==> src/rtl/regread_pkg.sv <==
// Shared types and constants for the register-file read sequencer.
package regread_pkg;

  typedef enum logic [1:0] {
    IDLE   = 2'd0,
    SAMPLE = 2'd1,
    RESP   = 2'd2
  } state_e;

  // Architectural zero register: always reads as zero regardless of mux output.
  localparam logic [4:0] REG_ZERO = 5'd31;

endpackage

==> src/rtl/rr_arbiter.sv <==
// Round-robin arbiter: one-hot grant searched from a rotating priority pointer,
// pointer moves past the winner only when the grant is actually taken.
module rr_arbiter #(
  parameter int unsigned NREQ = 4,
  parameter int unsigned IDX_W = $clog2(NREQ)
) (
  input  logic             clk,
  input  logic             rst,
  input  logic [NREQ-1:0]  req,
  input  logic             advance,
  output logic [NREQ-1:0]  grant,
  output logic [IDX_W-1:0] grant_idx
);

  logic [IDX_W-1:0] ptr;
  logic [IDX_W-1:0] cand;
  logic             found;

  // First requester at or after ptr, wrapping modulo NREQ.
  always_comb begin
    grant     = '0;
    grant_idx = '0;
    found     = 1'b0;
    cand      = '0;
    for (int unsigned i = 0; i < NREQ; i++) begin
      cand = IDX_W'((32'(ptr) + i) % NREQ);
      if (!found && req[cand]) begin
        found       = 1'b1;
        grant[cand] = 1'b1;
        grant_idx   = cand;
      end
    end
  end

  always_ff @(posedge clk or posedge rst) begin
    if (rst) begin
      ptr <= '0;
    end else if (advance) begin
      ptr <= (grant_idx == IDX_W'(NREQ - 1)) ? '0 : grant_idx + IDX_W'(1);
    end
  end

endmodule

==> src/rtl/regread_arbiter.sv <==
// Shares the register-file read mux among NREQ requesters: grant, hold the
// select for a full settling cycle, capture the data and buffer the response.
module regread_arbiter
  import regread_pkg::*;
#(
  parameter int unsigned NREQ   = 4,
  parameter int unsigned DATA_W = 64,
  parameter int unsigned ADDR_W = 5,
  parameter int unsigned ID_W   = $clog2(NREQ)
) (
  input  logic                         clk,
  input  logic                         reset,
  input  logic [NREQ-1:0]              req_valid,
  input  logic [NREQ-1:0][ADDR_W-1:0]  req_addr,
  output logic [NREQ-1:0]              req_ready,
  output logic [ADDR_W-1:0]            mux_sel,
  input  logic [DATA_W-1:0]            mux_data,
  output logic                         rsp_valid,
  output logic [ID_W-1:0]              rsp_id,
  output logic [DATA_W-1:0]            rsp_data,
  input  logic                         rsp_ready
);

  state_e           state;
  logic [NREQ-1:0]  grant;
  logic [ID_W-1:0]  grant_idx;
  logic             any_req;
  logic             grant_en;
  logic             do_grant;

  // Grants are offered when idle or when the held response is being accepted.
  assign any_req   = |req_valid;
  assign grant_en  = (state == IDLE) || (state == RESP && rsp_valid && rsp_ready);
  assign do_grant  = grant_en && any_req;
  assign req_ready = grant_en ? grant : '0;

  rr_arbiter #(
    .NREQ  (NREQ),
    .IDX_W (ID_W)
  ) u_arb (
    .clk       (clk),
    .rst       (reset),
    .req       (req_valid),
    .advance   (do_grant),
    .grant     (grant),
    .grant_idx (grant_idx)
  );

  always_ff @(posedge clk or posedge reset) begin
    if (reset) begin
      state     <= IDLE;
      mux_sel   <= '0;
      rsp_valid <= 1'b0;
      rsp_id    <= '0;
      rsp_data  <= '0;
    end else begin
      case (state)
        IDLE: begin
          if (do_grant) begin
            mux_sel <= req_addr[grant_idx];
            rsp_id  <= grant_idx;
            state   <= SAMPLE;
          end
        end
        SAMPLE: begin
          // Zero-register check uses the latched select, not the live request.
          rsp_data  <= (mux_sel == ADDR_W'(REG_ZERO)) ? '0 : mux_data;
          rsp_valid <= 1'b1;
          state     <= RESP;
        end
        RESP: begin
          if (rsp_ready) begin
            rsp_valid <= 1'b0;
            if (do_grant) begin
              mux_sel <= req_addr[grant_idx];
              rsp_id  <= grant_idx;
              state   <= SAMPLE;
            end else begin
              state <= IDLE;
            end
          end
        end
        default: state <= IDLE;
      endcase
    end
  end

endmodule
==> config.mk <==
export PLATFORM = sky130hd
export DESIGN_NAME = regread_arbiter
export DESIGN_NICKNAME = d
export VERILOG_FILES = /design/src/rtl/regread_pkg.sv /design/src/rtl/rr_arbiter.sv /design/src/rtl/regread_arbiter.sv
export SDC_FILE = /design/constraint.sdc
export NUM_CORES = 1
export LEC_CHECK = 0
export ABC_AREA = 1
export BUFFER_PORTS_ARGS = -buffer_cell sky130_fd_sc_hd__buf_2
export CAP_MARGIN = 25
export CORE_MARGIN = 8
export CORE_UTILIZATION = 49
export CTS_BUF_LIST = sky130_fd_sc_hd__clkbuf_4 sky130_fd_sc_hd__clkbuf_8
export CTS_CLUSTER_DIAMETER = 50
export DETAILED_ROUTE_END_ITERATION = 8
export PLACE_DENSITY = 0.82
export SETUP_SLACK_MARGIN = 0.4
export SLEW_MARGIN = 15
export SYNTH_ARGS = -nofsm -noshare
export SYNTH_HDL_FRONTEND = slang
export SYNTH_HIERARCHICAL = 1
export SYNTH_SLANG_ARGS = --single-unit
==> constraint.sdc <==
create_clock -name clk -period 2.91 [get_ports clk]
set_input_delay 0.1455 -clock clk [delete_from_list [all_inputs] [get_ports clk]]
set_output_delay 0.1455 -clock clk [all_outputs]
set_load 0.005 [all_outputs]
# --- Word level (Yosys, flattened, before mapping) ---
# Cells that the tools add are included.
# W data, S select, Z words.
op_classes:
  n_addsub: 4
  n_lt_le_gt_ge: 9
  eq_ne: 6
  n_mux: 44
  n_bitwise: 3
  reduce_logical: 21
op_table:
  columns: ["op", "n"]
  rows:
  - ["$mux W64", 1]
  - ["$mux W4", 5]
  - ["$mux W2", 9]
  - ["$lt A2 B3 Y1 const B", 5]
  - ["$mux W5", 3]
  - ["$mux W1", 13]
  - ["$or A4 B4 Y4", 3]
  - ["$bmux W5 S2", 1]
  - ["$logic_and A1 B1 Y1", 10]
  - ["$pmux W5 S2", 1]
  - ["$bmux W1 S2", 4]
  - ["$demux W1 S2", 4]
  - ["$ge A2 B1 Y1 const B", 4]
  - ["$pmux W2 S3", 1]
  - ["$reduce_and A2 Y1", 3]
  - ["$eq A5 B5 Y1 const B", 1]
  - ["$add A2 B1 Y2 const B", 2]
  - ["$add A2 B2 Y2 const B", 2]
  - ["$eq A2 B2 Y1 const B", 2]
  - ["$ne A2 B2 Y1 const B", 2]
  - ["$pmux W2 S2", 1]
  - ["$reduce_bool A2 Y1", 2]
  - ["$reduce_or A4 Y1", 1]
  - ["$logic_not A1 Y1", 3]
  - ["other kinds (4)", 4]
word_totals:
  reg_bits: 76
  wordCells: 93

# --- Logic depth before layout (Yosys ltp) ---
logic_depth:
  word_depth: 17
  ltp_mapped: 16
  mapped_depth_nobuf: 16

# --- Hierarchy ---
# Netlist, hierarchy kept.
by_module_without_submodules:
  columns: ["mod", "n_inst", "cells_each", "area_each_um2"]
  rows:
  - ["regread_arbiter", 1, 392, 3194.3]
  - ["rr_arbiter", 1, 89, 574.3]

# --- Worst setup path before layout ---
# Ideal clock, no wire load.
synth_path:
  kind: "register to register"
  start: "reg u_arb.ptr[1]"
  end: "reg mux_sel[0]"
  setup_time_ns: 0.117
  arrival_time_ns: 2.036
  t_required_ns: 2.793
  setup_slack_ns: 0.757
  path_stages_with_launch: 15
  path_buffers: 1
  path_cell_list: "dfrtp_1 -> inv_1 -> ha_1 -> inv_1 -> nand3_2 -> nand2_4 -> o21ai_0 -> nand3_2 -> nand2_2 -> buf_2 -> nand2_1 -> nand3_1 -> nand2_1 -> nand2_1 -> nand2_1"
synth_via:
  elab_chain_cells: 17
  word_cells_on_any_way: 29
  classes_between: "add/sub: 3; mux: 20; reduce/logical: 6"
synth_rtl:
  columns: ["item", "line", "text"]
  rows:
  - ["start: declaration", "rr_arbiter.sv:15", "logic [IDX_W-1:0] ptr;"]
  - ["start signal: assignment", "rr_arbiter.sv:39", "ptr <= (grant_idx == IDX_W'(NREQ - 1)) ? '0 : grant_idx + IDX_W'(1);"]
  - ["branches (longest 11 deep; another with $add A2 B1 Y2)", null, null]
  - ["$mux W2 (*)", "rr_arbiter.sv:27", "if (!found && req[cand]) begin"]
  - ["named net grant_idx[0]", "regread_arbiter.sv:26", "logic [ID_W-1:0] grant_idx;"]
  - ["$bmux W5 S2 (*)", "regread_arbiter.sv:60, regread_arbiter.sv:75", null]
  - ["$mux W5 (implied by the code) (*)", "regread_arbiter.sv:60, regread_arbiter.sv:75", null]
  - ["$mux W5 (*)", "regread_arbiter.sv:59, regread_arbiter.sv:74", null]
  - ["$mux W5", "regread_arbiter.sv:72", "if (rsp_ready) begin"]
  - ["$pmux W5 S2 (*)", "regread_arbiter.sv:57", "case (state)"]
  - ["end signal: assignment", "regread_arbiter.sv:60", "mux_sel <= req_addr[grant_idx];"]
  - ["end signal: assignment", "regread_arbiter.sv:75", "mux_sel <= req_addr[grant_idx];"]
  - ["end: declaration", "regread_arbiter.sv:16", "output logic [ADDR_W-1:0] mux_sel,"]
# Mark *: on every way through the listed nets, which the timed path passes. The select of a mux whose other input is x is not followed.
# A chain may end at the register's enable or synchronous reset.

==> impl_results.html <==
<table>
<tr><th>Metric</th><th>Value</th></tr>
<tr><th colspan="2">Floorplan</th></tr>
<tr><td>Core region area</td><td>0.00761 mm2</td></tr>
<tr><td>Die Outline Area</td><td>0.0108 mm2</td></tr>
<tr><td>Die outline width</td><td>104 um</td></tr>
<tr><td>I/O pin count</td><td>167</td></tr>
<tr><td>DIE HEIGHT</td><td>104 um</td></tr>
<tr><td>Std cell rows</td><td>32</td></tr>
<tr><td>Initial Utilization</td><td>49.5%</td></tr>
<tr><th colspan="2">Setup path</th></tr>
<tr><td>Critical Path Stages</td><td>12</td></tr>
<tr><td>Family with the most delay on the worst path</td><td>simple AND/OR/NAND/NOR gates</td></tr>
<tr><td>Standard cell with the maximum stage delay on the critical path</td><td>sky130_fd_sc_hd__dfrtp_2</td></tr>
<tr><td>Register-to-register setup slack</td><td>0.70 ns</td></tr>
<tr><td>CP Cell Sequence</td><td>inv_4 -&gt; ha_4 -&gt; inv_1 -&gt; nand3_2 -&gt; nand2_4 -&gt; nand3_2 -&gt; inv_1 -&gt; nand2_2 -&gt; o221ai_1 -&gt; inv_1 -&gt; nor2_1 -&gt; buf_2</td></tr>
<tr><td>Slowest stage delay, CP</td><td>0.45 ns</td></tr>
<tr><td>Library cell appearing most often on the critical path</td><td>sky130_fd_sc_hd__inv_1</td></tr>
<tr><td>Buffer and inverter count on the worst path</td><td>5</td></tr>
<tr><td>Data arrival at the endpoint of the critical path</td><td>2.16 ns</td></tr>
<tr><td>Sort of element at the end of the critical path</td><td>primary output</td></tr>
<tr><td>Setup Crit Path Kind</td><td>reg -&gt; out</td></tr>
<tr><td>Top fanout value on the critical path</td><td>9</td></tr>
<tr><td>Sort of element at the start of the critical path</td><td>register</td></tr>
<tr><td>Cell count of the worst reg-to-reg path</td><td>16</td></tr>
<tr><td>Required time reported for the critical path endpoint</td><td>2.76 ns</td></tr>
<tr><td>CP endpoint</td><td>req_ready[3]</td></tr>
<tr><td>Reg-to-Reg End</td><td>mux_sel[3]</td></tr>
<tr><th colspan="2">Power</th></tr>
<tr><td>Leakage</td><td>2.99 nW</td></tr>
<tr><td>Worst VDD drop</td><td>633 uV</td></tr>
<tr><td>Pwr Total</td><td>6.18 mW</td></tr>
<tr><td>Power density over cell area</td><td>1220 mW/mm2</td></tr>
<tr><th colspan="2">Placement</th></tr>
<tr><td>Number of port buffers</td><td>166</td></tr>
<tr><td>Post-placement setup slack</td><td>0.448 ns</td></tr>
<tr><td>Final weighted congestion in routability-driven placement</td><td>0.854</td></tr>
<tr><td>Post-place instance area</td><td>0.00466 mm2</td></tr>
<tr><td>Post-DP HPWL</td><td>8.17 mm</td></tr>
<tr><td>Cells after DPL</td><td>732</td></tr>
<tr><th colspan="2">Yosys</th></tr>
<tr><td>Area of the mapped netlist</td><td>0.00377 mm2</td></tr>
<tr><td>Number of flip-flops and latches in the synthesized netlist</td><td>76</td></tr>
<tr><td>Number of nets in the synthesized netlist</td><td>577</td></tr>
<tr><td>Number of different library cells in the post-synthesis netlist</td><td>28</td></tr>
<tr><td>Synth warn</td><td>6</td></tr>
<tr><td>Avg Cell Area, Syn</td><td>7.83 um2</td></tr>
<tr><td>Number of cells produced by synthesis</td><td>481</td></tr>
<tr><td>Register area share after synthesis</td><td>50.5%</td></tr>
<tr><th colspan="2">STA</th></tr>
<tr><td>Final hold viol count</td><td>0</td></tr>
<tr><td>Final setup violation count</td><td>0</td></tr>
<tr><td>Slew Limit Headroom</td><td>56.3%</td></tr>
<tr><td>Number of slew-limit violations in the final report</td><td>0</td></tr>
<tr><td>Actual transition at the worst max-transition pin</td><td>0.655 ns</td></tr>
<tr><td>Post-route clock skew</td><td>0.00972 ns</td></tr>
<tr><td>Fmax achieved</td><td>434 MHz</td></tr>
<tr><td>Total Negative Setup Slacks</td><td>0 ns</td></tr>
<tr><td>RSZ-0062 raised after global routing</td><td>no</td></tr>
<tr><td>Clock period minus final worst setup slack</td><td>2.30 ns</td></tr>
<tr><td>Worst hold-check slack</td><td>0.0195 ns</td></tr>
<tr><td>Final WS setup</td><td>0.606 ns</td></tr>
<tr><td>Fin crit share</td><td>79.2%</td></tr>
<tr><th colspan="2">Global route</th></tr>
<tr><td>Initial antenna violation count</td><td>0</td></tr>
<tr><td>Number of global-route vias before repair</td><td>3909</td></tr>
<tr><td>Largest net degree at the start of global routing</td><td>66</td></tr>
<tr><td>First-pass GRT wire length</td><td>18.6 mm</td></tr>
<tr><td>Global routing usage summed across all routing layers</td><td>20.7%</td></tr>
<tr><td>Sum of overflow across all layers after global routing</td><td>0</td></tr>
<tr><th colspan="2">Clocking</th></tr>
<tr><td>Deepest level of the CTS H-tree</td><td>3</td></tr>
<tr><td>CTS tree</td><td>yes</td></tr>
<tr><td>Clock latency at the later pin of the worst-skew pair</td><td>0.34 ns</td></tr>
<tr><td>Clk slew on worst S/H paths</td><td>0.08 ns</td></tr>
<tr><td>TritonCTS Buffers</td><td>9</td></tr>
<tr><td>Maximum clock insertion buffer count</td><td>2</td></tr>
<tr><td>Sink count of the clock tree</td><td>76</td></tr>
<tr><td>Clock root buffer</td><td>sky130_fd_sc_hd__clkbuf_8</td></tr>
<tr><th colspan="2">Drt</th></tr>
<tr><td>Routed wire length</td><td>11.3 mm</td></tr>
<tr><td>DRC violations left</td><td>0</td></tr>
<tr><td>First DRT Iteration DRCs</td><td>169</td></tr>
<tr><td>Number of vias per cell after detailed routing</td><td>5.08</td></tr>
<tr><td>Routed wire per std cell</td><td>14.8 um</td></tr>
<tr><td>TritonRoute pass-1 iters</td><td>4</td></tr>
<tr><td>Routed Antenna Nets</td><td>0</td></tr>
<tr><td>Via Count</td><td>3881</td></tr>
<tr><th colspan="2">Finish</th></tr>
<tr><td>Commonest non-fill, non-tap cell in the layout</td><td>sky130_fd_sc_hd__nand2_1</td></tr>
<tr><td>Area grow syn2layout</td><td>34.4%</td></tr>
<tr><td>Design Area, Final</td><td>0.00507 mm2</td></tr>
<tr><td>Net count of the finished layout</td><td>753</td></tr>
<tr><td>Antenna diode instance count</td><td>0</td></tr>
<tr><td>Final Core Density</td><td>66.6%</td></tr>
<tr><td>Count of non-filler cells in the finished layout</td><td>764</td></tr>
<tr><td>Commonest cells after routing, fill and taps aside</td><td>sky130_fd_sc_hd__nand2_1, sky130_fd_sc_hd__buf_2, sky130_fd_sc_hd__nand3_1, sky130_fd_sc_hd__dfrtp_1, sky130_fd_sc_hd__inv_1</td></tr>
<tr><td>Ratio of cells with drive above 1 in the final layout</td><td>34.6%</td></tr>
<tr><th colspan="2">Job</th></tr>
<tr><td>Count of max-cap constraint violations</td><td>0</td></tr>
<tr><th colspan="2">Run status</th></tr>
<tr><td>Outcome</td><td>completed</td></tr>
<tr><th colspan="2">Worst hold path</th></tr>
<tr><td>Hold Crit Class</td><td>in -&gt; reg</td></tr>
</table>
state kept, by name, summed over array words and instances, names as in the netlist, named ones only:
name / count
mux_sel: 5
state: 2
u_arb/ptr: 1
rsp_id: 2
rsp_valid: 1
rsp_data: 64
cells in the mapped netlist:
cell type / n / share of area [%]
sky130_fd_sc_hd__nand2_1: 219 / 22
sky130_fd_sc_hd__dfrtp_1: 76 / 50
sky130_fd_sc_hd__nand3_1: 74 / 9.8
sky130_fd_sc_hd__inv_1: 30 / 3.0
sky130_fd_sc_hd__inv_2: 9 / 0.90
sky130_fd_sc_hd__nor2_1: 9 / 0.90
sky130_fd_sc_hd__buf_2: 8 / 1.1
sky130_fd_sc_hd__buf_4: 7 / 1.4
sky130_fd_sc_hd__clkbuf_1: 6 / 0.60
sky130_fd_sc_hd__nand2_2: 6 / 1.0
sky130_fd_sc_hd__ha_1: 5 / 1.7
sky130_fd_sc_hd__nand3_2: 5 / 1.3
sky130_fd_sc_hd__o21ai_0: 4 / 0.53
sky130_fd_sc_hd__a21oi_1: 3 / 0.40
sky130_fd_sc_hd__a22oi_1: 3 / 0.60
sky130_fd_sc_hd__nor2_4: 3 / 0.90
sky130_fd_sc_hd__nand3_4: 2 / 0.93
sky130_fd_sc_hd__o221ai_1: 2 / 0.46
sky130_fd_sc_hd__a31oi_1: 1 / 0.17
sky130_fd_sc_hd__clkinv_1: 1 / 0.10
sky130_fd_sc_hd__nand2_4: 1 / 0.30
sky130_fd_sc_hd__nand2_8: 1 / 0.53
sky130_fd_sc_hd__nand4_1: 1 / 0.17
sky130_fd_sc_hd__nand4_2: 1 / 0.33
sky130_fd_sc_hd__nor2_2: 1 / 0.17
sky130_fd_sc_hd__o211ai_1: 1 / 0.20
sky130_fd_sc_hd__o21ai_1: 1 / 0.13
sky130_fd_sc_hd__or2_2: 1 / 0.17
per-layer routing:
layer | part of all wire (%) | vias to the layer above | wire, um | global-route usage [%]
li1 | - | 1856 | - | -
met1 | 43 | 1831 | 4830 | 25.4
met2 | 47 | 179 | 5360 | 33.5
met3 | 8.4 | 15 | 945 | 7.19
met4 | 1.4 | 0 | 160 | 6.20
met5 | 0 | - | 0 | 0
how the worst min path moves through the flow:
| stage | startpoint | end | cells past startpoint |
|---|---|---|---|
| 2_1_floorplan | reset | asynchronous set/reset pin | 1 |
| 3_3_place_gp | reset | u_arb/ptr[1] | 2 |
| 3_5_place_dp | reset | u_arb/ptr[1] | 2 |
| 4_1_cts | mux_data[56] | rsp_data[56] | 3 |
| 5_1_grt | mux_data[26] | rsp_data[26] | 3 |
| 6_report | mux_data[56] | rsp_data[56] | 3 |
cell type report:
| cell class | instances | area [um2] |
|---|---|---|
| Fill cell | 670 | 2540 |
| Tap cell | 102 | 128 |
| Clock buffer | 10 | 138 |
| Sequential cell | 76 | 1900 |
| Timing Repair Buffer | 186 | 1030 |
| Inverter | 40 | 155 |
| Clock inverter | 6 | 96.3 |
| Multi-Input combinational cell | 344 | 1620 |
tightest hold or removal path: cells and delay by family:
family / cells / cell delay [ns]
and+or+nand+nor: 2 / 0.11
buffers and inverters: 1 / 0.07
report_power, final:
group          total, mW  leakage, nW  switching (mW)  internal (mW)
combinational       3.33         1.95            2.03           1.30
clock              0.921        0.115           0.406          0.515
sequential          1.93        0.929           0.332           1.59
total               6.18         2.99            2.77           3.41
cell families after synthesis:
kind of cell	after synthesis	synth area share, %
adders and majority gates	5	1.66
DFF	76	50.5
and+or+nand+nor	324	38.3
AOI/OAI and AO/OA	15	2.49
buffers and inverters	61	7.04
repair_timing:
action / 4_1_cts / 5_1_grt
endpoints found under the hold margin: 36 / 1
gates cloned: 0 / 0
hold buffers: 7 / 1
setup endpoints to repair: 4 / 9
setup buffers: 0 / 7
resized for setup: 3 / 4
Power figures use the tool's default switching activity.
